<file path="src/rtl/iec_pkg.sv">
// iec_pkg: IEC bus command codes and decoder state encoding shared by the
// command decoder and its bench.
package iec_pkg;

  localparam logic [7:0] IEC_LISTEN   = 8'h20;
  localparam logic [7:0] IEC_UNLISTEN = 8'h3F;
  localparam logic [7:0] IEC_TALK     = 8'h40;
  localparam logic [7:0] IEC_UNTALK   = 8'h5F;
  localparam logic [7:0] IEC_DATA     = 8'h60;
  localparam logic [7:0] IEC_CLOSE    = 8'hE0;
  localparam logic [7:0] IEC_OPEN     = 8'hF0;

  typedef enum logic [2:0] {
    IDLE        = 3'd0,
    LISTEN_WAIT = 3'd1,
    LISTEN_ACT  = 3'd2,
    TALK_WAIT   = 3'd3,
    TALK_ARMED  = 3'd4,
    TALK_ACT    = 3'd5
  } iec_state_e;

endpackage

</file>
<file path="src/rtl/iec_fifo.sv">
// iec_fifo: synchronous first-word-fall-through FIFO.
//   clk, reset_n      : clock, synchronous active-low reset
//   i_push, i_din     : write strobe and data
//   i_pop             : read strobe (ignored when empty)
//   o_dout            : head entry (valid whenever !o_empty)
//   o_full, o_empty   : occupancy flags
// A push while full is accepted only if a pop happens in the same cycle.
module iec_fifo #(
  parameter int WIDTH = 12,
  parameter int DEPTH = 4
) (
  input  logic             clk,
  input  logic             reset_n,
  input  logic             i_push,
  input  logic [WIDTH-1:0] i_din,
  input  logic             i_pop,
  output logic [WIDTH-1:0] o_dout,
  output logic             o_full,
  output logic             o_empty
);

  localparam int AW = $clog2(DEPTH);

  logic [WIDTH-1:0] r_mem [DEPTH];
  logic [AW:0]      r_wr_ptr;
  logic [AW:0]      r_rd_ptr;
  logic             w_do_push;
  logic             w_do_pop;

  // Extra pointer MSB distinguishes full from empty when the low bits match.
  assign o_empty   = (r_wr_ptr == r_rd_ptr);
  assign o_full    = (r_wr_ptr[AW] != r_rd_ptr[AW]) &&
                     (r_wr_ptr[AW-1:0] == r_rd_ptr[AW-1:0]);
  assign w_do_pop  = i_pop && !o_empty;
  assign w_do_push = i_push && (!o_full || w_do_pop);
  assign o_dout    = r_mem[r_rd_ptr[AW-1:0]];

  // Storage is cleared on reset so the head reads 0 out of reset.
  always_ff @(posedge clk) begin
    if (!reset_n) begin
      r_wr_ptr <= '0;
      r_rd_ptr <= '0;
      for (int i = 0; i < DEPTH; i++) r_mem[i] <= '0;
    end else begin
      if (w_do_push) begin
        r_mem[r_wr_ptr[AW-1:0]] <= i_din;
        r_wr_ptr                <= r_wr_ptr + 1'b1;
      end
      if (w_do_pop) r_rd_ptr <= r_rd_ptr + 1'b1;
    end
  end

endmodule

</file>
<file path="src/rtl/iec_cmd_decoder.sv">
// iec_cmd_decoder: interprets IEC bytes received under ATN as bus commands
// for one device address, tracks listener/talker role and secondary channel,
// and queues data bytes received as active listener into a channel-tagged FIFO.
//   clk, reset_n            : clock, synchronous active-low reset
//   atn, rx_byte, rx_ready  : receiver output (byte strobe + ATN level)
//   listening, talking      : current role
//   channel                 : current secondary address
//   open_pulse, close_pulse : one-cycle OPEN / CLOSE strobes
//   talk_start              : one-cycle strobe, transmitter takes the bus
//   data_byte/chan/valid    : FIFO head, popped by data_ready
//   overflow                : sticky, a byte was dropped on a full FIFO
module iec_cmd_decoder
  import iec_pkg::*;
#(
  parameter int DEVICE_ADDR = 8,
  parameter int DEPTH       = 4
) (
  input  logic       clk,
  input  logic       reset_n,
  input  logic       atn,
  input  logic [7:0] rx_byte,
  input  logic       rx_ready,
  output logic       listening,
  output logic       talking,
  output logic [3:0] channel,
  output logic       open_pulse,
  output logic       close_pulse,
  output logic       talk_start,
  output logic [7:0] data_byte,
  output logic [3:0] data_chan,
  output logic       data_valid,
  input  logic       data_ready,
  output logic       overflow
);

  localparam logic [7:0] MY_LISTEN = IEC_LISTEN + 8'(DEVICE_ADDR);
  localparam logic [7:0] MY_TALK   = IEC_TALK   + 8'(DEVICE_ADDR);

  iec_state_e r_state;
  iec_state_e w_nxt;
  logic       r_listening, r_talking, r_open, r_close, r_talk_start, r_overflow;
  logic [3:0] r_channel;
  logic       w_cmd, w_dat, w_sec_ok, w_push, w_pop, w_full, w_empty;
  logic [11:0] w_head;

  assign w_cmd    = rx_ready && atn;
  assign w_dat    = rx_ready && !atn;
  assign w_sec_ok = (r_state == LISTEN_WAIT) || (r_state == TALK_WAIT);
  assign w_push   = w_dat && (r_state == LISTEN_ACT);
  assign w_pop    = data_ready && !w_empty;

  function automatic iec_state_e f_next(iec_state_e s, logic cmd, logic a,
                                        logic [7:0] b);
    logic in_listen, in_talk, sec_ok;
    in_listen = (s == LISTEN_WAIT) || (s == LISTEN_ACT);
    in_talk   = (s == TALK_WAIT) || (s == TALK_ARMED) || (s == TALK_ACT);
    sec_ok    = (s == LISTEN_WAIT) || (s == TALK_WAIT);
    f_next    = s;
    if (cmd) begin
      if (b[7:5] == 3'b001) begin
        if (b == MY_LISTEN)                    f_next = LISTEN_WAIT;
        else if (b == IEC_UNLISTEN && in_listen) f_next = IDLE;
      end else if (b[7:5] == 3'b010) begin
        // Any other talker (including UNTALK) releases our talk role.
        if (b == MY_TALK)   f_next = TALK_WAIT;
        else if (in_talk)   f_next = IDLE;
      end else if (sec_ok) begin
        if (b[7:4] == IEC_DATA[7:4])
          f_next = (s == LISTEN_WAIT) ? LISTEN_ACT : TALK_ARMED;
        else if (b[7:4] == IEC_OPEN[7:4] && s == LISTEN_WAIT)
          f_next = LISTEN_ACT;
      end
    end else if (s == TALK_ARMED && !a) begin
      f_next = TALK_ACT;
    end
  endfunction

  assign w_nxt = f_next(r_state, w_cmd, atn, rx_byte);

  always_ff @(posedge clk) begin
    if (!reset_n) begin
      r_state      <= IDLE;
      r_channel    <= '0;
      r_listening  <= 1'b0;
      r_talking    <= 1'b0;
      r_open       <= 1'b0;
      r_close      <= 1'b0;
      r_talk_start <= 1'b0;
      r_overflow   <= 1'b0;
    end else begin
      r_state      <= w_nxt;
      r_listening  <= (w_nxt == LISTEN_ACT);
      r_talking    <= (w_nxt == TALK_ARMED) || (w_nxt == TALK_ACT);
      r_open       <= 1'b0;
      r_close      <= 1'b0;
      r_talk_start <= (r_state == TALK_ARMED) && !atn;
      if (w_cmd && w_sec_ok) begin
        if (rx_byte[7:4] == IEC_DATA[7:4] || rx_byte[7:4] == IEC_CLOSE[7:4] ||
            rx_byte[7:4] == IEC_OPEN[7:4])
          r_channel <= rx_byte[3:0];
        r_close <= (rx_byte[7:4] == IEC_CLOSE[7:4]);
        r_open  <= (rx_byte[7:4] == IEC_OPEN[7:4]);
      end
      if (w_cmd && rx_byte == MY_LISTEN) r_overflow <= 1'b0;
      else if (w_push && w_full && !w_pop) r_overflow <= 1'b1;
    end
  end

  iec_fifo #(.WIDTH(12), .DEPTH(DEPTH)) u_fifo (
    .clk    (clk),
    .reset_n(reset_n),
    .i_push (w_push),
    .i_din  ({r_channel, rx_byte}),
    .i_pop  (data_ready),
    .o_dout (w_head),
    .o_full (w_full),
    .o_empty(w_empty)
  );

  assign listening   = r_listening;
  assign talking     = r_talking;
  assign channel     = r_channel;
  assign open_pulse  = r_open;
  assign close_pulse = r_close;
  assign talk_start  = r_talk_start;
  assign overflow    = r_overflow;
  assign data_chan   = w_head[11:8];
  assign data_byte   = w_head[7:0];
  assign data_valid  = !w_empty;

endmodule

</file>
<file path="config.mk">
export PLATFORM = sky130hd
export DESIGN_NAME = iec_cmd_decoder
export DESIGN_NICKNAME = d
export VERILOG_FILES = /design/src/rtl/iec_pkg.sv /design/src/rtl/iec_fifo.sv /design/src/rtl/iec_cmd_decoder.sv
export SDC_FILE = /design/constraint.sdc
export NUM_CORES = 1
export LEC_CHECK = 0
export CAP_MARGIN = 20
export CORE_UTILIZATION = 60
export DETAILED_ROUTE_END_ITERATION = 8
export PLACE_DENSITY = 0.9
export SYNTH_ARGS = -nofsm -noshare
export SYNTH_HDL_FRONTEND = slang
export SYNTH_SLANG_ARGS = --single-unit
</file>
<file path="constraint.sdc">
create_clock -name clk -period 3 [get_ports clk]
set_input_delay 0.6 -clock clk [delete_from_list [all_inputs] [get_ports clk]]
set_output_delay 0.6 -clock clk [all_outputs]
set_load 0.05 [all_outputs]
</file>
==> impl_metrics.toml, run 1 <==
[outcome]
status = "completed"

[synthesis]
avgSynthCellArea_um2 = 13.09
syn-num-nets = 259
async_reset_ff_frac = 0
ys_warn_count = 0
synth_cell_type_count = 48
ys_seq_area_frac = 0.5828
netlist_area_um2 = 3194
synth_seq_cells = 69
synthFlopType = "edfxtp_1"
synth-edff-count = 48
syn_inst = 244

[floorplanning]
io_pins = 36
core_area_um2 = 5107
initial_core_util = 0.6254
die_h_um = 74.97
die_w_um = 74.97
rows = 26
die_area_um2 = 5620

[power]
power.share.switching = 0.2318
p_leak_nw = 1.438
p_clk_frac = 0.346
pwr-share-comb = 0.073
p_int_mw = 1.381
p_switching_mw = 0.4165
worst_ir_drop_vdd_mv = 0.3127
power_frac_seq = 0.581
powerDensity_nw_per_um2 = 463.8

[clocking]
cts_root_buf = "clkbuf_8"
cts_tree = "built"
clkTransAtPathRegs_ps = 60
numCtsBuffers = 9
h-tree-depth = 3
post_cts.resized_instances = 0
cts.sinks = 69
clock_path_buffers = 2
cts_setup_buffers = 0
postCtsHoldBufs = 0
clk_latency_ps = 340

[drt]
post_drt_wl_per_cell_um = 16.69
vias = 2067
ant_nets = 0
drcViolationCount = 0
drtPass1Iterations = 4
drt_iter0_drc = 141
routed_wl_um = 6192
viasPerCell = 5.571

[job]
drv_cap = 0

[sta]
report.final.slew_viol_count = 0
fin_crit_sh = 0.9332
finalSetupViolCount = 0
rsz0062_at_grt = "false"
hold_viol = 0
worst-slew-pin-transition_ps = 537.8
fmax_ghz = 0.3572
skew_ps = 8.896
fin_crit_ps = 2799
setup_tns_ps = 0
slew_headroom = 0.6403

[cells_and_area]
drive_above_1_share = 0.1927
regArea_um2 = 1862
diodes = 0
nFillCells = 361
fin_nets = 311
multiInputGateArea_um2 = 1267
layout.cells.non_filler = 371
area_growth_syn_to_layout_pct = 21.31

[setup_path]
regToRegSetupSlack_ps = 940
slowest_stage = "clkdlybuf4s50_1"
cp_max_fo = 12
r2r_start = "r_state[1]"
cp.required_ps = 2400
worst_setup_path_end_kind = "primary output"
crit_family = "buffers and inverters"
crit_buf_inv = 2
rr_endpoint = "u_fifo.r_mem[0][6]"
cpPeakStageDelay_ps = 740
rr_worst_depth = 6
start_kind = "flip-flop"
path_class = "reg -> out"
worstPathArrival_ps = 2200
cp_cell_sequence = "buf_4, mux4_2, clkdlybuf4s50_1"

[global_route]
grt_pass1_vias = 2042
grt_pass1_wl_um = 10050
gr-total-overflow = 0
antenna_found_initial = 0
grt_max_degree = 17
grt_use_total = 0.2546

[placed_design]
gp_congestion = 0.8689
portBuffers = 35
dp_cells = 355
dp_hpwl_um = 4197

[min_path]
hp-class = "reg -> reg"
hold_path_startpoint = "u_fifo.r_rd_ptr[1]"
hold_depth = 2
hold_end = "u_fifo.r_rd_ptr[1]"
-- cells by family after synthesis --
| kind of cell | after synthesis | synth area share |
|---|---|---|
| adders and majority gates | 2 | 0.007833 |
| xor gates and xnor gates | 9 | 0.02468 |
| buffers and inverters | 16 | 0.02036 |
| and+or+nand+nor | 114 | 0.2209 |
| muxes | 17 | 0.1003 |
| AOI/OAI and AO/OA | 17 | 0.04309 |
| DFF | 69 | 0.5828 |
-- synth_stat cells, types with 3 or more instances --
cell | instances | area [µm²]
xnor2_1 | 5 | 43.79
nor4_1 | 4 | 25.02
mux4_2 | 12 | 270.3
nand3_1 | 5 | 25.02
nor3_1 | 3 | 15.01
xor2_1 | 4 | 35.03
and2_2 | 5 | 37.54
nand2b_1 | 7 | 43.79
nand3b_1 | 3 | 22.52
and3b_1 | 3 | 26.28
inv_1 | 3 | 11.26
nor2_1 | 16 | 60.06
clkbuf_1 | 8 | 30.03
buf_2 | 3 | 15.01
dfxtp_1 | 21 | 420.4
and2_1 | 45 | 281.5
mux2i_1 | 5 | 50.05
nand2_1 | 7 | 26.28
edfxtp_1 | 48 | 1441
-- worst max path at each step --
stage	slack (ps)	startpoint	cells past startpoint	end
final	200	flip-flop	3	data_byte[5]
after global routing	110	flip-flop	3	data_byte[5]
after CTS	170	flip-flop	3	data_byte[5]
after detailed placement	300	rx_byte[1]	6	listening
after global placement	340	rx_byte[1]	6	listening
after floorplan	790	atn	4	u_fifo.r_mem[0][0]
-- tightest hold or removal path: cells and delay by family (launching register included) --
kind / cells / cell delay, ps
flip-flops: 1 / 330
AND/OR/NAND/NOR: 1 / 60
AO/OA/AOI/OAI: 1 / 80
-- per-stage QoR --
step | total power, mW | area [µm²] | setup WS (ps) | hold slack [ps] | utilization
after global placement | 1.192 | 3717 | 340.1 | 507.4 | 0.7278
final | 1.797 | 3875 | 200.5 | 523.9 | 0.7587
after CTS | 1.803 | 3875 | 170.9 | 530.0 | 0.7587
after detailed placement | 1.195 | 3717 | 297.8 | 512.8 | 0.7278
after global routing | 1.858 | 3875 | 111.6 | 561.7 | 0.7587
after floorplan | 1.133 | 3194 | 786.1 | 480.1 | -
-- final cells by class --
type	count	share of cell area
Multi-Input combinational cell	159	0.3271
Tap cell	70	0.02260
Inverter	4	0.003875
Timing Repair Buffer	53	0.1253
Clock inverter	6	0.007749
Sequential cell	69	0.4805
Clock buffer	10	0.03293
-- per-layer routing --
metal	part of all wire	vias up	track usage
li1	-	1001	-
met1	0.44	983	0.3330
met2	0.49	70	0.4014
met3	0.052	13	0.06292
met4	0.020	0	0.1216
met5	0	-	0
-- sequential cells by signal, indices dropped and copies added (netlist names), named ones only --
register         count
u_fifo.r_mem        48
channel              4
r_state              3
u_fifo.r_rd_ptr      3
u_fifo.r_wr_ptr      3
close_pulse          1
listening            1
open_pulse           1
overflow             1
talk_start           1
talking              1
-- cell usage in the layout (no fill, tap or decap), types with 2 or more instances in the layout --
| cell | Yosys | final |
|---|---|---|
| a21oi_1 | 2 | 2 |
| and2_1 | 45 | 45 |
| and2_2 | 5 | 5 |
| and3b_1 | 3 | 3 |
| buf_4 | 0 | 18 |
| clkbuf_8 | 0 | 9 |
| clkdlybuf4s50_1 | 0 | 35 |
| clkinv_1 | 1 | 3 |
| clkinv_2 | 0 | 3 |
| dfxtp_1 | 21 | 21 |
| edfxtp_1 | 48 | 48 |
| ha_1 | 2 | 2 |
| inv_1 | 3 | 3 |
| mux2i_1 | 5 | 5 |
| mux4_2 | 12 | 12 |
| nand2_1 | 7 | 7 |
| nand2b_1 | 7 | 7 |
| nand3_1 | 5 | 5 |
| nand3b_1 | 3 | 3 |
| nor2_1 | 16 | 16 |
| nor3_1 | 3 | 3 |
| nor3b_2 | 2 | 2 |
| nor4_1 | 4 | 4 |
| o22ai_1 | 2 | 2 |
| o311ai_0 | 2 | 2 |
| or3_1 | 2 | 2 |
| or3b_2 | 2 | 2 |
| or4_1 | 2 | 2 |
| xnor2_1 | 5 | 5 |
| xor2_1 | 4 | 4 |
-- power groups by stage --
stage               Clock (mW)  Sequential, mW  Combinational, mW
floorplan                    0            1.06             0.0706
global placement             0            1.06              0.129
detailed placement           0            1.07              0.130
CTS                      0.628            1.04              0.131
global route             0.672            1.05              0.141
finish                   0.622            1.04              0.131
(Power assumes the default switching activity.)
==> run 2, diff against run 1 <==
--- a/config.mk
+++ b/config.mk
@@ -7,6 +7,7 @@
 export LEC_CHECK = 0
 export CAP_MARGIN = 20
 export CORE_UTILIZATION = 60
+export CTS_CLUSTER_SIZE = 16
 export DETAILED_ROUTE_END_ITERATION = 8
 export PLACE_DENSITY = 0.9
 export SYNTH_ARGS = -nofsm -noshare
==> results of run 2 <==
Same layout as run 1: the final DEF is identical, and so are final timing and power.
